--- src/rtl/parity_scheduler_pkg.sv ---
// Shared defaults and FSM state type for the round-robin parity scheduler.
package parity_scheduler_pkg;

    localparam int unsigned NUM_REQ_DEFAULT = 4;
    localparam int unsigned DATA_W_DEFAULT  = 32;
    localparam int unsigned SLICE_W_DEFAULT = 8;

    typedef enum logic [1:0] {
        IDLE = 2'd0,
        CALC = 2'd1,
        RESP = 2'd2
    } state_e;

endpackage

--- src/rtl/parity_scheduler_rr_arbiter.sv ---
// Round-robin selector: the first asserted request at or above ptr, wrapping around.
module rr_arbiter #(
    parameter int unsigned NUM_REQ = 4,
    parameter int unsigned IDX_W   = $clog2(NUM_REQ)
) (
    input  logic [NUM_REQ-1:0] req,
    input  logic [IDX_W-1:0]   ptr,
    output logic [NUM_REQ-1:0] grant,
    output logic [IDX_W-1:0]   grant_idx
);

    always_comb begin
        logic             found;
        logic [IDX_W-1:0] idx;
        grant     = '0;
        grant_idx = '0;
        found     = 1'b0;
        idx       = '0;
        for (int unsigned i = 0; i < NUM_REQ; i++) begin
            idx = IDX_W'((32'(ptr) + i) % NUM_REQ);
            if (!found && req[idx]) begin
                found      = 1'b1;
                grant[idx] = 1'b1;
                grant_idx  = idx;
            end
        end
    end

endmodule

--- src/rtl/parity_scheduler.sv ---
// Shares one slice-serial parity engine among NUM_REQ requesters with
// round-robin grants and a valid/ready response port.
module parity_scheduler
    import parity_scheduler_pkg::*;
#(
    parameter int unsigned NUM_REQ = NUM_REQ_DEFAULT,
    parameter int unsigned DATA_W  = DATA_W_DEFAULT,
    parameter int unsigned SLICE_W = SLICE_W_DEFAULT
) (
    input  logic                         clk,
    input  logic                         reset,
    input  logic [NUM_REQ-1:0]           req_valid,
    input  logic [NUM_REQ*DATA_W-1:0]    req_data,
    output logic [NUM_REQ-1:0]           req_ready,
    output logic                         rsp_valid,
    input  logic                         rsp_ready,
    output logic [$clog2(NUM_REQ)-1:0]   rsp_id,
    output logic                         rsp_parity
);

    localparam int unsigned IDX_W      = $clog2(NUM_REQ);
    localparam int unsigned NUM_SLICES = DATA_W / SLICE_W;
    localparam int unsigned CNT_W      = $clog2(NUM_SLICES + 1);
    localparam logic [CNT_W-1:0] LAST_CNT = CNT_W'(NUM_SLICES - 1);
    localparam logic [IDX_W-1:0] LAST_ID  = IDX_W'(NUM_REQ - 1);

    state_e             state_q, state_d;
    logic [IDX_W-1:0]   rr_ptr_q, rr_ptr_d;
    logic [IDX_W-1:0]   id_q, id_d;
    logic [DATA_W-1:0]  word_q, word_d;
    logic [CNT_W-1:0]   cnt_q, cnt_d;
    logic               acc_q, acc_d;
    logic               rsp_valid_q, rsp_valid_d;

    logic [NUM_REQ-1:0] grant;
    logic [IDX_W-1:0]   grant_idx;
    logic [DATA_W-1:0]  word_sel;
    logic               accept;

    rr_arbiter #(
        .NUM_REQ (NUM_REQ),
        .IDX_W   (IDX_W)
    ) u_rr_arbiter (
        .req       (req_valid),
        .ptr       (rr_ptr_q),
        .grant     (grant),
        .grant_idx (grant_idx)
    );

    // Grant is only offered while idle and out of reset; grant already implies valid.
    always_comb begin
        req_ready = (state_q == IDLE && !reset) ? grant : '0;
        accept    = |req_ready;
    end

    always_comb begin
        word_sel = '0;
        for (int unsigned k = 0; k < NUM_REQ; k++) begin
            if (grant[k]) begin
                word_sel = req_data[k*DATA_W +: DATA_W];
            end
        end
    end

    // The captured word is shifted down each CALC cycle so slice[cnt] is always the low slice.
    always_comb begin
        state_d     = state_q;
        rr_ptr_d    = rr_ptr_q;
        id_d        = id_q;
        word_d      = word_q;
        cnt_d       = cnt_q;
        acc_d       = acc_q;
        rsp_valid_d = rsp_valid_q;
        case (state_q)
            IDLE: begin
                if (accept) begin
                    word_d  = word_sel;
                    id_d    = grant_idx;
                    acc_d   = 1'b0;
                    cnt_d   = '0;
                    state_d = CALC;
                end
            end
            CALC: begin
                acc_d  = acc_q ^ (^word_q[SLICE_W-1:0]);
                word_d = word_q >> SLICE_W;
                cnt_d  = cnt_q + CNT_W'(1);
                if (cnt_q == LAST_CNT) begin
                    state_d     = RESP;
                    rsp_valid_d = 1'b1;
                end
            end
            RESP: begin
                if (rsp_ready) begin
                    rsp_valid_d = 1'b0;
                    rr_ptr_d    = (id_q == LAST_ID) ? '0 : id_q + IDX_W'(1);
                    state_d     = IDLE;
                end
            end
            default: begin
                state_d     = IDLE;
                rsp_valid_d = 1'b0;
            end
        endcase
    end

    always_ff @(posedge clk) begin
        if (reset) begin
            state_q     <= IDLE;
            rr_ptr_q    <= '0;
            id_q        <= '0;
            word_q      <= '0;
            cnt_q       <= '0;
            acc_q       <= 1'b0;
            rsp_valid_q <= 1'b0;
        end else begin
            state_q     <= state_d;
            rr_ptr_q    <= rr_ptr_d;
            id_q        <= id_d;
            word_q      <= word_d;
            cnt_q       <= cnt_d;
            acc_q       <= acc_d;
            rsp_valid_q <= rsp_valid_d;
        end
    end

    assign rsp_valid  = rsp_valid_q;
    assign rsp_id     = id_q;
    assign rsp_parity = acc_q;

endmodule

--- config.mk ---
export PLATFORM = sky130hd
export DESIGN_NAME = parity_scheduler
export DESIGN_NICKNAME = d
export VERILOG_FILES = /design/src/rtl/parity_scheduler_pkg.sv /design/src/rtl/parity_scheduler_rr_arbiter.sv /design/src/rtl/parity_scheduler.sv
export SDC_FILE = /design/constraint.sdc
export NUM_CORES = 1
export LEC_CHECK = 0
export CAP_MARGIN = 20
export CORE_MARGIN = 4
export CORE_UTILIZATION = 25
export CTS_BUF_LIST = sky130_fd_sc_hd__clkbuf_8
export DETAILED_ROUTE_END_ITERATION = 8
export SETUP_SLACK_MARGIN = 0.5
export SLEW_MARGIN = 20
export SYNTH_ARGS = -nofsm -noshare
export SYNTH_HDL_FRONTEND = slang
export SYNTH_HIERARCHICAL = 1
export SYNTH_SLANG_ARGS = --single-unit
--- constraint.sdc ---
create_clock -name clk -period 3.5 [get_ports clk]
set_clock_uncertainty 0.05 [all_clocks]
set_input_delay 0.7 -clock clk [delete_from_list [all_inputs] [get_ports clk]]
set_output_delay 0.7 -clock clk [all_outputs]
set_load 0.01 [all_outputs]
; After elaboration in Yosys (flattened, before gate mapping)
; Index checks and enable logic that the tools add are counted.
; Widths: inputs -> output; s select.
[word_totals]
register_bits = 43
input_bits = 135
[classes]
n_eq_ne = 7
bitwise_logic = 5
n_mux = 46
magnitude_cmp = 8
reduce_logical = 21
add_sub_neg = 5
[ops]
columns = op, count
row1 = $mux 32, 5
row2 = $pmux 32 s2, 1
row3 = $mux 4, 5
row4 = $mux 2, 8
row5 = $mux 1, 14
row6 = $lt 2x3->1 const B, 4
row7 = $or 4x4->4, 3
row8 = $bmux 1 s2, 4
row9 = $demux 1 s2, 4
row10 = $ge 2x1->1 const B, 4
row11 = $logic_and 1x1->1, 8
row12 = $reduce_xor 8->1, 1
row13 = $ne 2x2->1 const B, 3
row14 = $pmux 2 s3, 1
row15 = $pmux 3 s2, 1
row16 = $reduce_and 2->1, 3
row17 = $reduce_and 3->1, 2
row18 = $add 2x1->2 const B, 2
row19 = $add 2x2->2 const B, 2
row20 = $eq 2x2->1 const B, 2
row21 = $logic_not 1->1, 4
row22 = $reduce_or 4->1, 1
row23 = $add 3x1->3 const B, 1
row24 = $eq 3x2->1 const B, 1
row25 = other kinds (8), 8

; Depth between registers and ports, before layout
; Gate-level depths: netlist of run 1.
[depth]
ltp_word = 18
ltp_mapped = 15

; By module
; The synthesis of run 1 kept the hierarchy.
[by_module_without_submodules]
columns = mod, area_each_um2, seq_area_each_um2, cells_each, n_inst
row1 = parity_scheduler, 2795.2, 860.8, 348, 1
row2 = rr_arbiter, 439.2, 0.0, 48, 1

; Least setup slack after synthesis of run 1
; OpenSTA, ideal clock, no wires.
[synth_path]
path_kind = register to output
start = reg rr_ptr_q[1]
end = out req_ready[3]
arrival_time_ps = 2663
path_buffers = 2
required_time_ps = 2750
slack_ps = 87
stages_incl_launch_ff = 10
path_cell_list = dfxtp_1 -> inv_1 -> ha_1 -> mux4_2 -> nor2b_4 -> a221oi_1 -> o2bb2ai_1 -> clkbuf_1 -> clkbuf_1 -> and2_1
[synth_between]
elab_chain_cells = 13
word_cells_on_any_way = 48
classes_between = add/sub (3) / order compare (8) / mux (24) / bitwise (3) / reduce/logical (10)
[synth_rtl]
columns = element, line_no
row1 = "start, declared", parity_scheduler.sv:28  ; logic [IDX_W-1:0] rr_ptr_q, rr_ptr_d;
row2 = "start signal, assigned", parity_scheduler.sv:118  ; rr_ptr_q <= rr_ptr_d;
row3 = "parallel branches: the longest is 11 deep, another holds $lt 2x3->1", -
row4 = $mux 4 *, parity_scheduler_rr_arbiter.sv:21  ; if (!found && req[idx]) begin
row5 = named net grant[3], parity_scheduler.sv:35  ; logic [NUM_REQ-1:0] grant;
row6 = $mux 4 *, parity_scheduler.sv:52  ; req_ready = (state_q == IDLE && !reset) ? grant : '0;
row7 = "end, declared", parity_scheduler.sv:14  ; output logic [NUM_REQ-1:0] req_ready,
; Mark *: on every way through the listed nets, which the timed path passes. The select of a mux whose other input is x is not followed.

; Worst setup path after layout of run 1
[layout_path]
start = reg rr_ptr_q[0]
end = reg word_q[9]
[layout_between]
word_cells_on_any_way = 57
classes_between = add/sub (3) / order compare (8) / eq/ne (1) / mux (30) / bitwise (3) / reduce/logical (12)
[layout_lines]
columns = element, line_no
row1 = "parallel branches: the longest is 11 deep, another holds $lt 2x3->1", -
row2 = $mux 4 *, parity_scheduler_rr_arbiter.sv:21
row3 = named net grant[1], parity_scheduler.sv:35
row4 = $mux 32 (3 in a row), parity_scheduler.sv:59  ; if (grant[k]) begin
row5 = $mux 32, parity_scheduler.sv:76  ; if (accept) begin
row6 = $pmux 32 s2, parity_scheduler.sv:74  ; case (state_q)
row7 = "end signal, assigned", parity_scheduler.sv:120  ; word_q <= word_d;
row8 = "end, declared", parity_scheduler.sv:30  ; logic [DATA_W-1:0] word_q, word_d;
; Marks and branches as above.
; A chain may end at the register's enable or synchronous reset.

==> metrics.md, run 1 <==
| Metric | Value |
|---|---|
| Status | completed |
| Crit path launch type | flop |
| Count of final setup violators | 0 |
| ANT cells | 0 |
| Post-synth EDFFs | 0 |
| Die area | 0.01482 mm^2 |
| IO Count | ~140 |
| Worst Max-Slew Pin Slew | 0.6293 ns |
| Routed Antenna Nets | 0 |
| Core footprint | ~0.013 mm^2 |
| P&R area growth vs syn | 74.43% |
| CP dominant cell by count | buf_6 |
| Global route total overflow | 0 |
| Post-route worst setup slack | 0.2456 ns |
| Layout Cells excl Fill | 735 |
| Worst vdd ir | about 0.00016 V |
| Synthesized Nets | 539 |
| Worst setup EP type | flop |
| Max Cap Viol | 0 |
| Drt pass-1 iters | 4 |
| Clock transition at path regs | 0.08 ns |
| Syn_area_per_cell | 8.168 um^2 |
| Vias | 3764 |
| CTS tree | done |
| Power Density | approximately 260 mW/mm^2 |
| Initial core utilization | 25.63% |
| Total Nets Final | 705 |
| Seq cells post-synth | 43 |
| Post-DR wirelength/cell | 16.28 um |
| CP peak stage delay | 0.50 ns |
| Max Slew Vio Count | 0 |
| Top FF cell, synth | dfxtp_1 |
| Most frequent cells in the layout | clkdlybuf4s50_1, nand2_1, dfxtp_1 |
| Die W | 121.7 um |
| Synth Warn # | 6 |
| Number of global-route vias before repair | 4001 |
| Row cnt | 41 |
| Gr usage total | between 10% and 20% |
| Period utilization | 92.98% |
| Crit-path slowest cell | mux4_2 |
| Commonest non-fill, non-tap cell in the layout | clkdlybuf4s50_1 |
| Fmax | ~300 MHz |
| CP delay by family, top | simple AND/OR/NAND/NOR gates |
| RSZ-0062 raised after global routing | true |
| Final Total Pwr | ~1.5 mW |
| Dpl cell area | 0.005025 mm^2 |
| Sequential fraction of the synthesis area | between 20% and 30% |
| Setup_tns | 0 ns |
| Worst relative slew slack | 58.05% |
| Clock Sinks | between 40 and 50 |
| Largest net degree at the start of global routing | 65 |
| Detailed placement HPWL | between 8000 and 9000 um |
| CP required | between 3 and 4 ns |
| Worst-path cell chain | buf_12 > mux4_2 > nor2b_4 > buf_6 > buf_6 > a221oi_4 > o2bb2ai_4 > buf_6 > or4_4 > and2_4 > nor2_8 > buf_6 > buf_6 > buf_12 > a22oi_2 > a21oi_2 |
| Initial antenna violation count | 0 |
| Number of vias per cell | 5.121 |
| Post-synth ARST share | 0% |
| Synth cell types | 40 |
| Placed cell count | 699 |
| Clk buf depth | 2 |
| First-pass GRT wire length | 19060 um |
| Worst min-delay path category | reg2reg |
| Buffer and inverter count on the worst path | 7 |
| Routability congestion estimate | 0.7791 |
| # port buffers | 142 |
| Cts bufs inserted | 5 |
| Synth Instances | 396 |
| Clock root buffer | clkbuf_8 |
| Endpoints failing hold | 0 |
| Critical Path AT | 3.43 ns |
| Residual DRC | 0 |
| Post-place setup slack | -0.4473 ns |
| Layout cells sized above 1 | between 20% and 30% |
| # hold bufs at CTS | 0 |
| Post-Route WL | 11970 um |
| Fin crit period | ~3.3 ns |
| Final instance area | 0.005642 mm^2 |
| Clk Latency, worst-skew pair | 0.29 ns |
| CP Class | reg2reg |
| Initial drt markers | 142 |
| Flop2flop setup slack | 0.25 ns |
| Lkg Pwr | 1.997 nW |
| Worst-path fanout max | 7 |
| H-tree Lvls | 2 |
| Die Ht | around 120 um |
| Syn Std Cell Area | between 0.003 and 0.004 mm^2 |
## metal layers
metal	wire length [um]	global-route usage, %
met1	5245	19.64
met2	5943	26.97
met3	558	3.575
met4	217	4.272
met5	0	0
## cell usage after synthesis, drive strengths merged, types with 5 or more instances
| library cell | number | share of area (%) |
|---|---|---|
| buf | 12 | 2.9 |
| nand2 | 63 | 7.3 |
| clkbuf | 27 | 3.1 |
| ha | 8 | 3.1 |
| o2bb2ai | 5 | 1.4 |
| o31ai | 33 | 7.7 |
| nor2 | 21 | 2.9 |
| a221oi | 37 | 10 |
| xnor2 | 5 | 1.4 |
| o21ai | 5 | 0.77 |
| and2 | 5 | 0.97 |
| nor2b | 39 | 7.8 |
| dfxtp | 43 | 27 |
| a21oi | 29 | 6.8 |
| a22oi | 32 | 7.4 |
## final timing paths
kind,start,to,cells after the start
worst min-delay path,rsp_valid,rsp_valid,2
worst max-delay path,rr_ptr_q[0],word_q[9],16
worst max register to register,rr_ptr_q[0],word_q[9],16
worst min register to register,rsp_valid,rsp_valid,2
## logic make-up (layout without fill, tap and decap cells)
logic type      Yosys count  in the layout  synth area share, %
compound gates          145            145                35.24
simple gates            141            141                22.28
flops                    43             43                26.62
buf+inv                  43            210                6.499
mux                       9              9                4.372
fa+ha+maj                 8              8                3.095
xor+xnor                  7              7                1.896
## sequential cells by signal, summed over array words and instances (netlist names)
signal	count
state_q	2
word_q	32
rr_ptr_q	2
rsp_id	2
cnt_q	3
rsp_parity	1
rsp_valid	1
## per-stage QoR
| step | utilization [%] | hold WS [ns] |
|---|---|---|
| final | 44.71 | 0.4160 |
| after global routing | 44.71 | 0.4605 |
| after CTS | 43.36 | 0.4240 |
| after detailed placement | 39.82 | 0.4128 |
| after global placement | 39.82 | 0.3993 |
| after floorplan | - | 0.4006 |
## layout make-up
type / count / area (um^2)
flip-flops and latches: 43 / 865.8
well taps: 172 / 215.2
fillers: 1255 / 6978
multi-input cells: 310 / 2444
inverters: 4 / 17.52
repair buffers: 198 / 2018
clock buffers: 5 / 68.82
clock inverters: 3 / 12.51
## power by group
group	switching (mW)	leakage (nW)	internal, mW
combinational	0.255	1.60	0.352
clock	0.165	0.0505	0.134
sequential	0.0272	0.352	0.520
## worst min-delay path: stages (launching register included)
cell and delay, ns:
dfxtp_1 0.32, nand2_1 0.05, a21oi_1 0.06
## repair_timing
action	4_1_cts	5_1_grt
buffers inserted	22	2
resized for setup	70	20
hold endpoints to repair	0	0
gates cloned	2	2
pin swaps	31	40
endpoints found under the setup margin	43	42
(Power assumes the default switching activity.)
==> run 2, diff against run 1 <==
--- a/config.mk
+++ b/config.mk
@@ -5,7 +5,6 @@
 export SDC_FILE = /design/constraint.sdc
 export NUM_CORES = 1
 export LEC_CHECK = 0
-export CAP_MARGIN = 20
 export CORE_MARGIN = 4
 export CORE_UTILIZATION = 25
 export CTS_BUF_LIST = sky130_fd_sc_hd__clkbuf_8
==> results of run 2 <==
Final layout, timing and power as in run 1 (identical DEF).
==> run 3, diff against run 2 <==
--- a/config.mk
+++ b/config.mk
@@ -5,7 +5,7 @@
 export SDC_FILE = /design/constraint.sdc
 export NUM_CORES = 1
 export LEC_CHECK = 0
-export CORE_MARGIN = 4
+export CORE_MARGIN = 5
 export CORE_UTILIZATION = 25
 export CTS_BUF_LIST = sky130_fd_sc_hd__clkbuf_8
 export DETAILED_ROUTE_END_ITERATION = 8
==> metrics.md, run 3 (synthesized netlist as in run 1, its figures left out) <==
| Metric | Value |
|---|---|
| Status | completed |
| Detailed placement HPWL | 8517 um |
| First-pass GRT wire length | 18150 um |
| Post-DR wirelength/cell | 15.74 um |
| Dpl cell area | 0.004990 mm^2 |
| Gr usage total | 14.57% |
| Post-route worst setup slack | 0.3952 ns |
| Worst min-delay path category | reg2reg |
| Clk Latency, worst-skew pair | 0.29 ns |
| Cts bufs inserted | 5 |
| Power Density | 258.5 mW/mm^2 |
| Max Cap Viol | 0 |
| Largest net degree at the start of global routing | 65 |
| Number of vias per cell | 5.037 |
| Endpoints failing hold | 0 |
| Max Slew Vio Count | 0 |
| Global route total overflow | 0 |
| Initial antenna violation count | 0 |
| CP Class | reg2reg |
| Final core occ | a little over two fifths |
| Register area | 865.8 um^2 |
| Die W | 123.7 um |
| Setup_tns | 0 ns |
| Post-Route WL | approximately 11000 um |
| ANT cells | 0 |
| CP required | 3.67 ns |
| Initial drt markers | 145 |
| Worst Max-Slew Pin Slew | 0.6288 ns |
| Period utilization | 88.71% |
| Crit path launch type | flop |
| Biggest register | word_q |
| Top Registers | word_q: 32 flops, cnt_q: 3 flops |
| Clk buf depth | 2 |
| Vias | about 3700 |
| CTS tree | done |
| Largest register FFs | 32 |
| Routed Antenna Nets | 0 |
| # port buffers | between 100 and 150 |
| Initial core utilization | 25.53% |
| # hold bufs at CTS | 0 |
| Worst relative slew slack | 58.08% |
| H-tree Lvls | 2 |
| Critical Path AT | 3.28 ns |
| Worst setup EP type | flop |
| IO Count | 143 |
| Drt pass-1 iters | 4 |
| Final instance area | about 0.0055 mm^2 |
| Row cnt | 41 |
| Count of final setup violators | 0 |
| Worst-path fanout max | 8 |
| Residual DRC | 0 |
| Die area | between 0.015 and 0.02 mm^2 |
| P&R area growth vs syn | 70.17% |
| Worst vdd ir | between 0.0002 and 0.00025 V |
| Fill count | between 1000 and 1500 |
| Core footprint | 0.01267 mm^2 |
| Layout cells sized above 1 | between 20% and 30% |
| Multi-input gate area | 0.002411 mm^2 |
| Clock Sinks | 43 |
| Routability congestion estimate | 0.8186 |
| Fin crit period | between 3 and 4 ns |
| Clock transition at path regs | 0.08 ns |
| Commonest non-fill, non-tap cell in the layout | clkdlybuf4s50_1 |
| Die Ht | 123.7 um |
| Lkg Pwr | 1.926 nW |
| Post-place setup slack | -0.3925 ns |
| Number of global-route vias before repair | 3794 |
| Fmax | 322.1 MHz |
| Most frequent cells in the layout | clkdlybuf4s50_1, nand2_1, dfxtp_1 |
| Total Nets Final | 696 |
| Clock root buffer | clkbuf_8 |
| RSZ-0062 raised after global routing | true |
run 3: cell types whose count changed in the layout (fill, tap and decap cells not counted), moves of 3 or more:
cell      change
nand2_1      -14
a221oi_2      -4
nand2_2      +14
buf_4         -6
a221oi_1      +5
buf_6         -3
run 3: where the power goes:
| group | total [mW] | leakage (nW) | internal, mW | switching [mW] |
|---|---|---|---|---|
| combinational | 0.575 | 1.53 | 0.329 | 0.246 |
| sequential | 0.544 | 0.352 | 0.520 | 0.0244 |
| clock | 0.303 | 0.0453 | 0.137 | 0.167 |
run 3: worst paths after layout:
path         slack [ns]   startpoint  cells after the start    endpoint
max                0.40  rr_ptr_q[0]                     13  word_q[21]
min                0.42   rsp_parity                      1  rsp_parity
max reg2reg        0.40  rr_ptr_q[0]                     13  word_q[21]
min reg2reg        0.42   rsp_parity                      1  rsp_parity
run 3: repair_timing:
| action | 4_1_cts | 5_1_grt |
|---|---|---|
| buffers inserted | 16 | 2 |
| cloned | 2 | 2 |
| gates resized for setup | 80 | 9 |
| endpoints found under the hold margin | 0 | 0 |
| pin swaps | 13 | 10 |
| endpoints found under the setup margin | 43 | 42 |
run 3: metrics by stage:
| stage | cells | power [mW] | hold WS (ns) |
|---|---|---|---|
| after floorplan | 396 | 0.8170 | 0.4006 |
| after global placement | 696 | 1.057 | 0.3996 |
| after detailed placement | 696 | 1.065 | 0.4161 |
| after CTS | 722 | 1.417 | 0.4275 |
| after global routing | 726 | 1.504 | 0.4503 |
| final | 726 | 1.423 | 0.4225 |
run 3: per-layer routing:
metal	GRT usage, %	vias to the layer above	wire [um]
li1	-	1802	-
met2	25.38	109	5759
met4	2.976	0	99
met3	2.770	6	614
met5	0	-	0
met1	18.74	1740	4952
run 3: cell type report:
class	count	area share, %
clock buffers	5	1.250
clock inverters	3	0.2955
inverters	4	0.3183
multi-input cells	310	43.81
flip-flops and latches	43	15.73
well taps	172	3.910
repair buffers	189	34.69
run 3: worst max-delay path: stages, from the launching register on:
cell       delay [ns]
dfxtp_4          0.39
inv_4            0.05
ha_4             0.27
mux4_2           0.34
buf_6            0.15
buf_6            0.12
a221oi_4         0.29
o2bb2ai_2        0.11
or4_4            0.50
and2_4           0.21
nor2_8           0.18
buf_12           0.16
a22oi_1          0.08
a21oi_2          0.13
